**config.mk**
```make
export PLATFORM = sky130hd
export DESIGN_NAME = jtag_tap_ctrl
export DESIGN_NICKNAME = d
export VERILOG_FILES = /design/src/rtl/jtag_tap_ctrl.sv
export SDC_FILE = /design/constraint.sdc
export NUM_CORES = 1
export LEC_CHECK = 0
export CAP_MARGIN = 5
export CORE_MARGIN = 2
export CORE_UTILIZATION = 45
export CTS_BUF_LIST = sky130_fd_sc_hd__clkbuf_16
export DETAILED_ROUTE_END_ITERATION = 16
export PLACE_DENSITY = 0.7
export SETUP_SLACK_MARGIN = 0.05
export SLEW_MARGIN = 20
export SYNTH_ARGS = -nofsm -noshare
export SYNTH_HDL_FRONTEND = slang
export SYNTH_SLANG_ARGS = --single-unit
export TNS_END_PERCENT = 100
```
**constraint.sdc**
```tcl
create_clock -name clock -period 3.9 [get_ports clock]
set_input_delay 0.78 -clock clock [delete_from_list [all_inputs] [get_ports clock]]
set_output_delay 0.78 -clock clock [all_outputs]
set_load 0.02 [all_outputs]
```
**src/rtl/jtag_tap_ctrl.sv**
```systemverilog
// IEEE 1149.1 TAP controller with IDCODE, BYPASS and one user data register.
// The TAP runs in the system clock domain; tck_en marks each TCK rising edge.
module jtag_tap_ctrl #(
  parameter int                  IR_WIDTH   = 4,
  parameter int                  DR_WIDTH   = 32,
  parameter logic [31:0]         IDCODE_VAL = 32'h1000_0001,
  parameter logic [IR_WIDTH-1:0] IDCODE_IR  = IR_WIDTH'(4'h1),
  parameter logic [IR_WIDTH-1:0] USER_IR    = IR_WIDTH'(4'h8)
) (
  input  logic                clock,
  input  logic                reset,
  input  logic                tck_en,
  input  logic                tms,
  input  logic                tdi,
  output logic                tdo,
  output logic                tdo_en,
  output logic [3:0]          tap_state,
  output logic [IR_WIDTH-1:0] ir_out,
  input  logic [DR_WIDTH-1:0] user_cap_data,
  output logic [DR_WIDTH-1:0] user_upd_data,
  output logic                user_upd_valid
);

  typedef enum logic [3:0] {
    TLR      = 4'd0,  RTI      = 4'd1,  SEL_DR   = 4'd2,  CAP_DR   = 4'd3,
    SHIFT_DR = 4'd4,  EXIT1_DR = 4'd5,  PAUSE_DR = 4'd6,  EXIT2_DR = 4'd7,
    UPD_DR   = 4'd8,  SEL_IR   = 4'd9,  CAP_IR   = 4'd10, SHIFT_IR = 4'd11,
    EXIT1_IR = 4'd12, PAUSE_IR = 4'd13, EXIT2_IR = 4'd14, UPD_IR   = 4'd15
  } tap_state_e;

  localparam logic [IR_WIDTH-1:0] IR_CAPTURE = IR_WIDTH'(2'b01);

  tap_state_e          r_state;
  logic                r_tdo_en;
  logic [IR_WIDTH-1:0] r_ir;
  logic [IR_WIDTH-1:0] r_ir_sr;
  logic [31:0]         r_id_sr;
  logic [DR_WIDTH-1:0] r_user_sr;
  logic                r_byp_sr;
  logic [DR_WIDTH-1:0] r_upd_data;
  logic                r_upd_valid;

  tap_state_e w_next;
  logic       w_sel_id;
  logic       w_sel_user;
  logic       w_dr_lsb;
  logic       w_tdo;

  function automatic tap_state_e f_next(input tap_state_e s, input logic m);
    case (s)
      TLR:      f_next = m ? TLR      : RTI;
      RTI:      f_next = m ? SEL_DR   : RTI;
      SEL_DR:   f_next = m ? SEL_IR   : CAP_DR;
      CAP_DR:   f_next = m ? EXIT1_DR : SHIFT_DR;
      SHIFT_DR: f_next = m ? EXIT1_DR : SHIFT_DR;
      EXIT1_DR: f_next = m ? UPD_DR   : PAUSE_DR;
      PAUSE_DR: f_next = m ? EXIT2_DR : PAUSE_DR;
      EXIT2_DR: f_next = m ? UPD_DR   : SHIFT_DR;
      UPD_DR:   f_next = m ? SEL_DR   : RTI;
      SEL_IR:   f_next = m ? TLR      : CAP_IR;
      CAP_IR:   f_next = m ? EXIT1_IR : SHIFT_IR;
      SHIFT_IR: f_next = m ? EXIT1_IR : SHIFT_IR;
      EXIT1_IR: f_next = m ? UPD_IR   : PAUSE_IR;
      PAUSE_IR: f_next = m ? EXIT2_IR : PAUSE_IR;
      EXIT2_IR: f_next = m ? UPD_IR   : SHIFT_IR;
      UPD_IR:   f_next = m ? SEL_DR   : RTI;
      default:  f_next = TLR;
    endcase
  endfunction

  // NOTE: every always_comb output gets a value on every path, so no latch is inferred.
  always_comb begin
    w_next     = f_next(r_state, tms);
    w_sel_id   = (r_ir == IDCODE_IR);
    w_sel_user = !w_sel_id && (r_ir == USER_IR);
    w_dr_lsb   = w_sel_id ? r_id_sr[0] : (w_sel_user ? r_user_sr[0] : r_byp_sr);
    w_tdo      = 1'b0;
    if (r_state == SHIFT_IR)      w_tdo = r_ir_sr[0];
    else if (r_state == SHIFT_DR) w_tdo = w_dr_lsb;
  end

  // NOTE: sequential state uses non-blocking assignments so every register samples pre-edge values.
  always_ff @(posedge clock) begin
    if (reset) begin
      r_state     <= TLR;
      r_tdo_en    <= 1'b0;
      r_ir        <= IDCODE_IR;
      r_ir_sr     <= '0;
      r_id_sr     <= '0;
      r_user_sr   <= '0;
      r_byp_sr    <= 1'b0;
      r_upd_data  <= '0;
      r_upd_valid <= 1'b0;
    end else begin
      r_upd_valid <= 1'b0;
      if (tck_en) begin
        r_state  <= w_next;
        r_tdo_en <= (w_next == SHIFT_DR) || (w_next == SHIFT_IR);
        case (r_state)
          TLR:      r_ir    <= IDCODE_IR;
          CAP_IR:   r_ir_sr <= IR_CAPTURE;
          SHIFT_IR: r_ir_sr <= {tdi, r_ir_sr[IR_WIDTH-1:1]};
          UPD_IR:   r_ir    <= r_ir_sr;
          CAP_DR: begin
            if (w_sel_id)        r_id_sr   <= IDCODE_VAL;
            else if (w_sel_user) r_user_sr <= user_cap_data;
            else                 r_byp_sr  <= 1'b0;
          end
          SHIFT_DR: begin
            if (w_sel_id)        r_id_sr   <= {tdi, r_id_sr[31:1]};
            else if (w_sel_user) r_user_sr <= (r_user_sr >> 1) | (DR_WIDTH'(tdi) << (DR_WIDTH - 1));
            else                 r_byp_sr  <= tdi;
          end
          UPD_DR: begin
            if (w_sel_user) begin
              r_upd_data  <= r_user_sr;
              r_upd_valid <= 1'b1;
            end
          end
          default: ;
        endcase
        // Entering TLR from SEL_IR must expose IDCODE immediately, not one strobe later.
        if (w_next == TLR) r_ir <= IDCODE_IR;
      end
    end
  end

  assign tap_state      = r_state;
  assign tdo_en         = r_tdo_en;
  assign tdo            = r_tdo_en & w_tdo;
  assign ir_out         = r_ir;
  assign user_upd_data  = r_upd_data;
  assign user_upd_valid = r_upd_valid;

endmodule
```
==> Flow_metrics.wiki, run 1 <==
{| class="wikitable"
! Metric !! Value
|-
| Post-detailed-route DRC marker count || 0
|-
| Final wirelength || between 10,000 and 15,000 µm
|-
| Placed insts || between 700 and 800
|-
| Die Width || roughly 100 µm
|-
| Source-to-sink clock delay at the later pin of the worst-skew pair || between 0.3 and 0.4 ns
|-
| Setup WS post-layout || approximately 0.65 ns
|-
| Worst Hold Depth || 2
|-
| Depth of the CTS H-tree || 3
|-
| Detail Placement HPWL || between 6000 and 7000 µm
|-
| Clock tree from TritonCTS || done
|-
| Crit path DAT || roughly 2.5 ns
|-
| Avg Vias per Cell || between 5 and 6
|-
| Core ar. || ~0.0098 mm²
|-
| Via total after detailed routing || 4,144
|-
| Met3 Use GR || 3.81%
|-
| Post-CTS resize count || 0
|-
| Global route hottest layer || met2
|-
| Per-instance average area after synthesis || about 7.9 µm²
|-
| Antenna violation net count after detailed routing || 0
|-
| Register bit total from synthesis || ~110
|-
| Total setup violations reported at the end of the flow || 0
|-
| Warnings from Yosys || 0
|-
| Average routed wire per standard cell || ~14 µm
|-
| Number of antenna cells inserted || 0
|-
| Run status || complete, no violations
|-
| Post-Route Hold Slack || 0.454 ns
|-
| Peak ir drop on the vdd network || about 0.27 mV
|-
| Required time at the worst-slack endpoint || between 3 and 4 ns
|-
| Global routing usage summed across all routing layers || between 10% and 20%
|-
| Static leakage || ~1.8 nW
|-
| Net count, final || roughly 660
|-
| Ranking of synthesized cells by instance count || 166 x sky130_fd_sc_hd__nand2_1, 111 x sky130_fd_sc_hd__dfxtp_1, 70 x sky130_fd_sc_hd__a21oi_1, 42 x sky130_fd_sc_hd__nor2_1, 38 x sky130_fd_sc_hd__a311oi_1
|-
| Total die area || about 0.011 mm²
|-
| Syn_nets || between 600 and 700
|-
| Max_slew headroom || around 36%
|-
| Initial antenna violation count || 0
|-
| Final standard cell area without fillers || between 0.005 and 0.006 mm²
|-
| Max-cap violations || 0
|-
| GRT met1 Usage || between 20% and 30%
|-
| Setup clock skew after layout || 0.00991 ns
|-
| Share of cells above drive strength 1 || 5.85%
|-
| Sinks on Clock Net || 111
|-
| Clock root cell || sky130_fd_sc_hd__clkbuf_16
|-
| Worst-path cell chain || nand3b_1, or3_1, o21ai_0, clkdlybuf4s50_1
|-
| Portion of the post-synthesis area used by sequential elements || roughly half
|-
| Area share of the largest cell type after synthesis || 48.5%
|-
| Worst setup slack after placement || roughly 1.0 ns
|-
| Count of filler cells inserted in the layout || roughly 940
|-
| Highest achievable clock rate || approximately 300 MHz
|-
| Final Max Tran Viols || 0
|-
| CTS clock-pin slew for the worst setup and hold paths || 0.07 ns
|-
| Remaining global-route overflow || 0
|-
| Library cell with the highest instance count after synthesis || sky130_fd_sc_hd__nand2_1
|-
| Worst min-delay path category || reg -> reg
|-
| Primary FF master, synth || sky130_fd_sc_hd__dfxtp_1
|-
| Biggest cell delay along the critical path || between 0.7 and 0.8 ns
|-
| Number of buffer and inverter instances along the worst setup path || 1
|-
| Number of enable-type register cells in the synthesized netlist || 0
|-
| Logic depth of the worst setup path including buffers || 4
|-
| CTS hold repair buffers || 0
|-
| Final core utilization || 58.2%
|-
| Maximum count of clock buffers along a single path || 2
|-
| Unrepaired setup endpoints after global routing || false
|-
| Final hold violation count || 0
|-
| Final cell count without fillers || 765
|-
| First-pass GRT wire length || between 15,000 and 20,000 µm
|-
| Unique cell type count in the Yosys netlist || 42
|-
| Post-route minimum period || between 3 and 4 ns
|-
| Area after detailed placement || around 0.0054 mm²
|-
| Power density over cell area || about 380 mW/mm²
|-
| Grt met2 use || a little under a third
|-
| Critical-path maximum fanout || 23
|-
| Total power consumption of the routed design || 2.20 mW
|-
| Least-Margin Pin Slew || between 0.9 and 1 ns
|-
| Final weighted congestion of routability-driven global placement || around 0.81
|-
| Sum of negative setup slack || 0 ns
|-
| Launching element type of the critical path || flop
|-
| Vias in the first global route || about 3,700
|-
| Number of cells traversed by the worst register-to-register path || 4
|-
| Site Rows || 36
|-
| Worst-path cell with the longest stage delay || sky130_fd_sc_hd__dfxtp_1
|-
| Post-route fraction of the period consumed by the critical path || 83.3%
|-
| Starting density of the core || a little under half
|-
| Async SR Flop Fraction || 0%
|-
| Cell taking the most area after synthesis || sky130_fd_sc_hd__dfxtp_1
|-
| Type of the worst setup path || reg -> out
|-
| Number of instances in the synthesized netlist || ~580
|-
| Synth-to-Final Area Change || 24.6%
|-
| Top delay family on crit path || flip-flops
|-
| Clock buffer count from CTS || 9
|-
| Cell types occupying the most area after synthesis || sky130_fd_sc_hd__dfxtp_1 48%, sky130_fd_sc_hd__nand2_1 14%, sky130_fd_sc_hd__a21oi_1 7.6%, sky130_fd_sc_hd__a311oi_1 7.3%, sky130_fd_sc_hd__nand3_1 3.8%
|-
| Pin count of the biggest net entering global routing || around 110
|-
| Count of routing violations after the opening detailed-route iteration || ~210
|-
| Drt pass-1 iters || 5
|-
| Count of boundary I/O pins || 80
|-
| Number of port buffers || just under 80
|-
| Type of destination of the critical path || output pin
|-
| Post-synthesis instance area || 0.00458 mm²
|-
| Floorplan die height || between 100 and 150 µm
|-
| Buffer count from post-CTS setup fixing || 0
|}
-- worst min-delay path, delay by kind of cell, from the launching register on --
kind            cells  cell delay, ns
simple gates        1            0.05
flops               1            0.31
compound gates      1            0.05
-- cell type report --
type	instances	area (µm²)	share of cell area [%]
inverter	3	11.3	0.197
timing repair buffer	89	867	15.2
tap	133	166	2.91
sequential	111	2220	38.9
multi-input combinational	413	2130	37.3
clock buffer	9	225	3.94
clock inverter	7	91.3	1.60
-- sequential cells by signal, summed over array words and instances (netlist names) --
| name | flops |
|---|---|
| r_user_sr | 32 |
| tap_state | 4 |
| r_ir_sr | 4 |
| r_byp_sr | 1 |
| user_upd_data | 32 |
| r_id_sr | 32 |
| tdo_en | 1 |
| ir_out | 4 |
| user_upd_valid | 1 |
-- kinds of logic after synthesis --
logic type | synth area share, %
compound gates | 18.6
xor+xnor | 0.191
buf+inv | 5.46
flops | 48.5
mux | 0.246
simple gates | 27.1
-- layout by cell type, fill, tap and decap left out, types with 2 or more instances in the layout --
cell	count
sky130_fd_sc_hd__a211oi_1	4
sky130_fd_sc_hd__a21o_1	2
sky130_fd_sc_hd__a21oi_1	70
sky130_fd_sc_hd__a311oi_1	38
sky130_fd_sc_hd__a31oi_1	3
sky130_fd_sc_hd__buf_4	10
sky130_fd_sc_hd__clkbuf_16	9
sky130_fd_sc_hd__clkdlybuf4s50_1	78
sky130_fd_sc_hd__clkinv_4	2
sky130_fd_sc_hd__dfxtp_1	111
sky130_fd_sc_hd__inv_1	3
sky130_fd_sc_hd__nand2_1	166
sky130_fd_sc_hd__nand2b_1	5
sky130_fd_sc_hd__nand3_1	35
sky130_fd_sc_hd__nand3b_1	2
sky130_fd_sc_hd__nand4_1	3
sky130_fd_sc_hd__nand4b_1	2
sky130_fd_sc_hd__nor2_1	42
sky130_fd_sc_hd__nor2b_1	7
sky130_fd_sc_hd__nor3_1	6
sky130_fd_sc_hd__nor3b_1	2
sky130_fd_sc_hd__nor4b_4	2
sky130_fd_sc_hd__o21ai_0	3
sky130_fd_sc_hd__o22ai_1	2
sky130_fd_sc_hd__or2_2	2
-- power by group --
part	internal, mW	leakage, nW	switching (mW)	total [mW]
clock network	0.513	0.151	0.435	0.948
logic	0.0519	0.754	0.0558	0.108
registers	1.13	0.894	0.00843	1.14
total	1.70	1.80	0.499	2.20
-- routing by layer --
metal / share of wire (%) / routed length, µm
met5: 0 / 0
met4: 1.3 / 136
met3: 4.7 / 504
met2: 47 / 5030
met1: 47 / 4990
-- path summary, 6_finish.rpt --
path	start	slack, ns	to
worst max register to register	tap_state[2]	1.44	r_id_sr[0]
worst min-delay path	user_upd_data[14]	0.45	user_upd_data[14]
worst max-delay path	tap_state[2]	0.65	tdo
worst min register to register	user_upd_data[14]	0.45	user_upd_data[14]
(Power assumes the default switching activity.)
==> run 2: changes to the inputs <==
==> constraint.sdc (replaced) <==
create_clock -name clock -period 3.3 [get_ports clock]
set_input_delay 0.66 -clock clock [delete_from_list [all_inputs] [get_ports clock]]
set_output_delay 0.66 -clock clock [all_outputs]
set_load 0.02 [all_outputs]
==> run 2 against run 1 <==
  * Core utilization is 0.36 points higher
  * Clock skew rose by 0.0033 ns
  * Cell area rose by 0.61%
  * Total power increased by 16%
  * Sequential share of layout area fell by 0.24 points
  * Critical path depth is 1 higher
  * Clock power up 13%
==> Flow_metrics.wiki, run 2 (synthesized netlist as in run 1, its figures left out) <==
{| class="wikitable"
! Metric !! Value
|-
| Switching power total || about 0.60 mW
|-
| Design internal power || 1.94 mW
|-
| Type of destination of the critical path || output pin
|-
| Global routing usage summed across all routing layers || around 20%
|-
| Wire length on met2 || between 5000 and 6000 µm
|-
| Placed insts || about 760
|-
| Remaining global-route overflow || 0
|-
| Critical path capture point || tdo
|-
| Via total after detailed routing || roughly 4,200
|-
| Worst setup slack after placement || between 0.6 and 0.7 ns
|-
| Count of boundary I/O pins || 80
|-
| Launching element type of the critical path || flop
|-
| Max_slew headroom || a little under two fifths
|-
| Crit path DAT || between 2 and 2.5 ns
|-
| Final hold violation count || 0
|-
| Clock tree from TritonCTS || done
|-
| Crit Reg-Reg Endpoint || r_id_sr[0]
|-
| Critical-path maximum fanout || 5
|-
| Topmost layer with routed signal wires || met4
|-
| Net switching share of the total power || between 20% and 30%
|-
| Number of port buffers || between 70 and 80
|-
| Top library cells by usage in the layout, fill and taps aside || 166 x sky130_fd_sc_hd__nand2_1, 111 x sky130_fd_sc_hd__dfxtp_1, 78 x sky130_fd_sc_hd__clkdlybuf4s50_1
|-
| Final weighted congestion of routability-driven global placement || slightly above 0.8
|-
| Floorplan die height || 105 µm
|-
| Setup WS post-layout || roughly 0.33 ns
|-
| Comb power frac || 5.5%
|-
| Worst-path cell with the longest stage delay || sky130_fd_sc_hd__or4b_2
|-
| Share of cells above drive strength 1 || ~6.9%
|-
| Routed length on met3 || slightly below 500 µm
|-
| Drt pass-1 iters || 5
|-
| Clock buffer count from CTS || 9
|-
| Total die area || between 0.01 and 0.015 mm²
|-
| Biggest cell delay along the critical path || just over 0.7 ns
|-
| Post-route minimum period || ~3 ns
|-
| Power density over cell area || ~440 mW/mm²
|-
| Worst-path cell chain || or4b_2, o22ai_1, or3_1, o21ai_0, clkdlybuf4s50_1
|-
| Source-to-sink clock delay at the later pin of the worst-skew pair || roughly 0.35 ns
|-
| Avg Vias per Cell || around 5.5
|-
| Die Width || 105 µm
|-
| Type of the worst setup path || reg -> out
|-
| Critical register-to-register path startpoint || ir_out[1]
|-
| Final wirelength || between 10,000 and 15,000 µm
|-
| Starting density of the core || 46.7%
|-
| Maximum count of clock buffers along a single path || 2
|-
| Highest achievable clock rate || 337 MHz
|-
| Unrepaired setup endpoints after global routing || false
|-
| Sinks on Clock Net || 111
|-
| Post-route fraction of the period consumed by the critical path || 89.9%
|-
| Final Max Tran Viols || 0
|-
| Least-Margin Pin Slew || 0.934 ns
|-
| Clock root cell || sky130_fd_sc_hd__clkbuf_16
|-
| Max-cap violations || 0
|-
| Vias in the first global route || between 3,000 and 4,000
|-
| Reg-to-reg setup timing slack || ~1.1 ns
|-
| Antenna violation net count after detailed routing || 0
|-
| Static leakage || approximately 1.8 nW
|-
| Final cell count without fillers || 772
|-
| Setup clock skew after layout || approximately 0.013 ns
|-
| Site Rows || 36
|-
| Clock group share of total power || a little over two fifths
|-
| Peak ir drop on the vdd network || approximately 0.26 mV
|-
| Most common cell after layout, fill and taps aside || sky130_fd_sc_hd__nand2_1
|-
| CTS hold repair buffers || 0
|-
| Count of routing violations after the opening detailed-route iteration || roughly 200
|-
| CP startpoint || ir_out[1]
|-
| Detail Placement HPWL || approximately 7000 µm
|-
| Sequential share of power || a little over half
|-
| Synth-to-Final Area Change || 25.4%
|-
| Post-CTS resize count || 0
|-
| Pin count of the biggest net entering global routing || 78
|-
| Buffer count from post-CTS setup fixing || 0
|-
| CTS clock-pin slew for the worst setup and hold paths || 0.08 ns
|-
| Average routed wire per standard cell || approximately 14 µm
|-
| Net count, final || 671
|-
| Number of antenna cells inserted || 0
|-
| Core ar. || a little under 0.01 mm²
|-
| Wire length the detailed router placed on met1 || roughly 4900 µm
|-
| First-pass GRT wire length || ~18,000 µm
|-
| Number of cells traversed by the worst register-to-register path || 4
|-
| Required time at the worst-slack endpoint || 2.64 ns
|-
| Total setup violations reported at the end of the flow || 0
|-
| Sum of negative setup slack || 0 ns
|-
| Run status || complete, no violations
|-
| Initial antenna violation count || 0
|-
| Depth of the CTS H-tree || 3
|-
| Worst min-delay path category || reg -> reg
|-
| Post-detailed-route DRC marker count || 0
|}
-- run 2: cell types whose count changed in the layout (fill, tap and decap cells not counted) --
cell / delta
sky130_fd_sc_hd__buf_6: -1
sky130_fd_sc_hd__buf_4: +8
sky130_fd_sc_hd__clkinv_4: -1
sky130_fd_sc_hd__inv_6: +1
sky130_fd_sc_hd__clkinv_8: +1
sky130_fd_sc_hd__bufinv_16: -1
-- run 2: through the flow --
stage,area (µm²),util [%],hold WS [ns],power (mW)
after floorplan,4580,-,0.432,1.44
after global placement,5440,55.4,0.440,1.51
after detailed placement,5440,55.4,0.445,1.51
after CTS,5750,58.5,0.456,2.58
after global routing,5750,58.5,0.474,2.64
final,5750,58.5,0.454,2.55
-- run 2: power by group through the flow --
stage	clock [mW]	combinational, mW	sequential, mW
floorplan	0	0.0663	1.38
global placement	0	0.139	1.37
detailed placement	0	0.140	1.37
CTS	1.09	0.141	1.34
global route	1.14	0.154	1.34
finish	1.07	0.140	1.34
-- run 2: critical path, delay by kind of cell (launching register included) --
kind                   cells  cell delay [ns]
AO/OA/AOI/OAI              2             0.24
flip-flops                 1             0.34
buffers and inverters      1             0.54
AND/OR/NAND/NOR            2             0.84
-- run 2: worst min path at each step --
stage / from / to / cells after the start
6_report: r_id_sr[22] / r_id_sr[22] / 2
3_3_place_gp: r_id_sr[3] / r_id_sr[3] / 2
2_1_floorplan: r_id_sr[10] / r_id_sr[10] / 2
5_1_grt: r_id_sr[11] / r_id_sr[11] / 2
4_1_cts: r_id_sr[30] / r_id_sr[30] / 2
3_5_place_dp: r_id_sr[25] / r_id_sr[25] / 2
-- run 2: layer usage --
metal / up-vias / track usage [%]
met5: - / 0
met1: 2035 / 26.2
met3: 8 / 3.49
li1: 2109 / -
met2: 91 / 32.7
met4: 0 / 5.43
-- run 2: final cells by class --
class	count	area (µm²)
clock buffer	9	225
tap	133	166
multi-input combinational	413	2130
fill	956	4070
sequential	111	2220
timing repair buffer	96	916
inverter	3	11.3
clock inverter	7	77.6
